===== config.mk =====
export PLATFORM = sky130hd
export DESIGN_NAME = seg7_scan
export DESIGN_NICKNAME = d
export VERILOG_FILES = /design/src/rtl/seg7_scan.sv
export SDC_FILE = /design/constraint.sdc
export NUM_CORES = 1
export LEC_CHECK = 0
export ABC_AREA = 1
export BUFFER_PORTS_ARGS = -buffer_cell sky130_fd_sc_hd__buf_2
export CAP_MARGIN = 20
export CORE_MARGIN = 3
export CORE_UTILIZATION = 30
export DETAILED_ROUTE_END_ITERATION = 10
export SLEW_MARGIN = 0
export SYNTH_ARGS = -nofsm -noshare
export SYNTH_HDL_FRONTEND = slang
export SYNTH_SLANG_ARGS = --single-unit

===== constraint.sdc =====
create_clock -name i_clk -period 5.3 [get_ports i_clk]
set_input_delay 0.795 -clock i_clk [delete_from_list [all_inputs] [get_ports i_clk]]
set_output_delay 0.795 -clock i_clk [all_outputs]
set_load 0.1 [all_outputs]

===== src/rtl/seg7_scan.sv =====
// Four-digit multiplexed 7-segment scanner with blank guard slots between digits
// and frame-synchronous, tear-free update of the displayed value.
module seg7_scan #(
    parameter int unsigned PRESCALE = 4,
    parameter int unsigned GUARD    = 1
) (
    input  logic        i_clk,
    input  logic        i_rst,
    input  logic        i_enable,
    input  logic        i_load,
    input  logic [15:0] iv_value,
    input  logic [3:0]  iv_blank,
    output logic [6:0]  ov_seg,
    output logic [3:0]  ov_an,
    output logic        o_frame
);

    localparam logic [15:0] PreLoad   = 16'(PRESCALE - 1);
    localparam logic [15:0] GuardLoad = 16'(GUARD - 1);

    typedef enum logic [1:0] {StIdle, StOn, StGuard} state_e;

    state_e      state_q, state_d;
    logic [1:0]  idx_q, idx_d;
    logic [15:0] cnt_q, cnt_d;
    logic [15:0] pend_q, pend_d;
    logic        pend_v_q, pend_v_d;
    logic [15:0] shadow_q, shadow_d;
    logic [6:0]  seg_q, seg_d;
    logic [3:0]  an_q, an_d;
    logic        frame_q, frame_d;

    function automatic logic [6:0] seg_decode(input logic [3:0] nib);
        logic [6:0] s;
        case (nib)
            4'h0: s = 7'h3F;
            4'h1: s = 7'h06;
            4'h2: s = 7'h5B;
            4'h3: s = 7'h4F;
            4'h4: s = 7'h66;
            4'h5: s = 7'h6D;
            4'h6: s = 7'h7D;
            4'h7: s = 7'h07;
            4'h8: s = 7'h7F;
            4'h9: s = 7'h6F;
            4'hA: s = 7'h77;
            4'hB: s = 7'h7C;
            4'hC: s = 7'h39;
            4'hD: s = 7'h5E;
            4'hE: s = 7'h79;
            default: s = 7'h71;
        endcase
        return s;
    endfunction

    always_comb begin
        state_d  = state_q;
        idx_d    = idx_q;
        cnt_d    = cnt_q;
        pend_d   = pend_q;
        pend_v_d = pend_v_q;
        shadow_d = shadow_q;
        frame_d  = 1'b0;

        if (i_load) begin
            pend_d   = iv_value;
            pend_v_d = 1'b1;
        end

        unique case (state_q)
            StIdle: begin
                idx_d = 2'd0;
                cnt_d = 16'd0;
                if (i_load) shadow_d = iv_value;
                if (i_enable) begin
                    state_d = StOn;
                    cnt_d   = PreLoad;
                end
            end
            StOn: begin
                if (!i_enable) begin
                    state_d = StIdle;
                    idx_d   = 2'd0;
                    cnt_d   = 16'd0;
                end else if (cnt_q == 16'd0) begin
                    state_d = StGuard;
                    cnt_d   = GuardLoad;
                end else begin
                    cnt_d = cnt_q - 16'd1;
                end
            end
            StGuard: begin
                if (!i_enable) begin
                    state_d = StIdle;
                    idx_d   = 2'd0;
                    cnt_d   = 16'd0;
                end else if (cnt_q == 16'd0) begin
                    state_d = StOn;
                    idx_d   = idx_q + 2'd1;
                    cnt_d   = PreLoad;
                    // Frame boundary: the only point where the shown value may change
                    if (idx_q == 2'd3) begin
                        frame_d = 1'b1;
                        if (i_load) begin
                            shadow_d = iv_value;
                        end else if (pend_v_q) begin
                            shadow_d = pend_q;
                        end
                        pend_v_d = 1'b0;
                    end
                end else begin
                    cnt_d = cnt_q - 16'd1;
                end
            end
            default: begin
                state_d = StIdle;
                idx_d   = 2'd0;
                cnt_d   = 16'd0;
            end
        endcase
    end

    // Outputs are registered from next-state so they track the FSM without extra lag
    always_comb begin
        seg_d = 7'h00;
        an_d  = 4'hF;
        if (state_d == StOn) begin
            an_d = ~(4'b0001 << idx_d);
            if (!iv_blank[idx_d]) seg_d = seg_decode(shadow_d[{idx_d, 2'b00} +: 4]);
        end
    end

    always_ff @(posedge i_clk or posedge i_rst) begin
        if (i_rst) begin
            state_q  <= StIdle;
            idx_q    <= 2'd0;
            cnt_q    <= 16'd0;
            pend_q   <= 16'd0;
            pend_v_q <= 1'b0;
            shadow_q <= 16'd0;
            seg_q    <= 7'h00;
            an_q     <= 4'hF;
            frame_q  <= 1'b0;
        end else begin
            state_q  <= state_d;
            idx_q    <= idx_d;
            cnt_q    <= cnt_d;
            pend_q   <= pend_d;
            pend_v_q <= pend_v_d;
            shadow_q <= shadow_d;
            seg_q    <= seg_d;
            an_q     <= an_d;
            frame_q  <= frame_d;
        end
    end

    assign ov_seg  = seg_q;
    assign ov_an   = an_q;
    assign o_frame = frame_q;

endmodule


==> results.ini <==
[grt]
antenna_found_initial = 0
grt.overflow.total = 0
grt_max_degree = 66
grt_usage = 0.1412
grt_pass1_vias = 3453
grt_pass1_wl_um = 16680

[floorplan]
initial_utilization = 0.3126
die-area_um2 = 14840
chipWidth_um = 121.8
ios = 36
placementRows = 41
die_h_um = 121.8
core_area_um2 = 12880

[power]
seqPwrFrac = 0.278
irDropWorstVdd_mv = 0.2826
combPwrFrac = 0.520
clockPowerShare = 0.203
switchingPower_uw = 1257
cellPowerDensity_nw_per_um2 = 575.8
p_int_uw = 1411
swShare = 0.4712
leakagePower_uw = 0.002396

[worst_hold_path]
min-delay-start = pend_q[0]
min_path_type = reg2reg
holdPathStages = 2

[route]
first_iter_violations = 175
via_count = 3459
drc = 0
drt-pass1-iter-count = 4
via_per_inst = 4.706
wire_per_inst_um = 13.14
antenna_left = 0
routed_wl_um = 9657

[clocking]
cts_resized = 0
clk_latency_ns = 0.33
clock-root-buffer = clkbuf_16
post_cts_buffers = 0
cts.sinks = 65
h-tree-depth = 3
clkTransAtPathRegs_ns = 0.05
numCtsBuffers = 9
cts_tree = yes
ctsHoldBuffers = 0
clock_path_buffers = 2

[yosys]
synth-edff-count = 0
syn_avg_cell_area_um2 = 7.652
yosysMostFrequentCell = nand2_1
ys_ff_latch = 65
synth_seq_area_share = 0.4053
synth_top_area_frac = 0.3792
synthSimpleGateAreaFrac = 0.3777
synth-xor-area-share = 0.01306
yosysTopAreaCell = dfrtp_1
yosysWarnings = 0
synth.net_count = 563
synth-compound-area-share = 0.1001
ys_top_cells_by_count = 154 x nand2_1, 61 x dfrtp_1, 55 x nor2_1
synth.distinct_cells = 36
synth-adder-area-share = 0.04041
synth_ff_type = dfrtp_1
synth_top_family_by_area = simple AND/OR/NAND/NOR gates
muxShareOfSynthArea = 0
netlist_area_um2 = 4025
syn_inst = 526
async_reset_ff_frac = 1.000
synth_area_leaders = dfrtp_1 38%, nand2_1 14%, a21oi_1 5.7%, nor2_1 5.1%, ha_1 4.0%

[timing]
grt_setup_unrepaired = no
final.setup.tns_ns = 0
finalCriticalPeriod_ns = 3.588
clock_skew_ns = 0.009023
tightest_slew_ns = 0.8664
drv_slew = 0
finalSetupViolations = 0
min_period_over_period = 0.6770
fmax_mhz = 278.7
hold_viol_final = 0
slew_headroom = 0.4218

[cells_and_area]
multi_input_area_um2 = 2138
regArea_um2 = 1632
post-route-util = 0.3598
area_growth_pct = 15.11
final_cells = 735
diodes = 0
layout-drive-gt1-share = 0.1954
n_fill_cell = 1320
fin_nets = 597

[worst_setup_path]
worst-setup-path-type = in2reg
crit_arrival_ns = 3.85
cp-startpoint = i_load
path_depth = 17
crit_buf_inv = 3
crit_top_cell = nand2_1
crit_family = simple AND/OR/NAND/NOR gates
r2r_cells = 15
cp_data_required_time_ns = 5.56
path_max_fanout = 29
cp_slowest_stage_delay_ns = 0.70
startpoint_type = primary input
endpoint_kind = flip-flop
crit_slowest_cell = inv_1
r2r-start = state_q[0]
crit_chain = buf_2 -> inv_1 -> nand2_1 -> nand2_1 -> o21ai_0 -> nand2_1 -> nand3_1 -> nand2_1 -> nand2_1 -> nor2_4 -> inv_1 -> ha_1 -> o21ai_1 -> nand2_1 -> nand2_1 -> nand2_1 -> nor2_1

[outcome]
status = finished, final reports clean

[place]
dp_cells = 721
routabilityCongestion = 0.8692
dpl.hpwl_um = 7030
port_buffers = 35

[job]
drv_cap = 0

## worst paths after layout
check / slack [ns] / end
setup / recovery: 1.71 / ov_seg[0]
setup reg to reg: 2.34 / ov_seg[1]
hold / removal: 0.50 / pend_q[0]
min in group asynchronous: 0.71 / o_frame
max in group asynchronous: 4.05 / cnt_q[15]
hold reg to reg: 0.50 / pend_q[0]
## registers in the layout, summed over array words and instances (netlist names)
name and cells:
idx_q 2, pend_v_q 1, ov_an 4, pend_q 16, cnt_q 16, shadow_q 16
state_q 2, o_frame 1, ov_seg 7
## placed cells by master, fill, tap and decap left out, drive strengths merged
cell      count
nor2         72
and3          2
dfrtp        61
xnor2         5
nand3        36
xor2          1
o21ai        26
ha           13
dfstp         4
or2           2
nand4         5
a31oi         2
o211ai        1
nor3b         3
inv          49
nand2       174
o21a          2
nor3          6
clkbuf       11
clkinvlp      1
buf          37
a22oi         1
a21oi        46
clkinv        3
## worst reg2reg max path: stages, from the launching register on
cell     delay (ns)
dfrtp_1        0.37
inv_1          0.09
ha_1           0.34
nor2_1         0.61
buf_4          0.29
inv_1          0.06
o21ai_0        0.07
a22oi_1        0.08
nand2_1        0.14
nand2_1        0.07
nand2_1        0.11
nor2_4         0.07
ha_1           0.27
nand2_1        0.07
o21ai_1        0.15
nor2_1         0.07
## cell type report
cell class / count / area share
Tap cell: 172 / 0.04645
Clock inverter: 3 / 0.003781
Multi-Input combinational cell: 397 / 0.4615
Sequential cell: 65 / 0.3521
Timing Repair Buffer: 37 / 0.04105
Clock buffer: 11 / 0.05455
Inverter: 50 / 0.04051
## power by group through the flow
stage                     Sequential [uW]  Combinational, uW  Clock, uW
after floorplan                       837               1010          0
after global placement                743               1350          0
final                                 741               1390        541
after global routing                  758               1560        577
after detailed placement              745               1380          0
after CTS                             739               1390        557
## per-layer routing
metal,GRT usage,routed length (um)
met5,0,0
met4,0.05112,162
met3,0.02739,394
met2,0.2213,4328
met1,0.1944,4771
## metrics by stage
step	total power (uW)	setup WS [ns]	cell area [um^2]	hold WS [ns]
after floorplan	1850	2.760	4025	0.4622
after global placement	2096	1.566	4355	0.4775
after detailed placement	2122	1.490	4363	0.4861
after CTS	2684	1.774	4633	0.5036
after global routing	2898	1.358	4633	0.5253
final	2668	1.712	4633	0.5037
## kinds of logic (layout without fill, tap and decap cells)
family | after synthesis | in the layout
compound gates | 78 | 78
xor+xnor | 6 | 6
fa+ha+maj | 13 | 13
buf+inv | 64 | 101
flops | 65 | 65
simple gates | 300 | 300
Power figures use the tool's default switching activity.
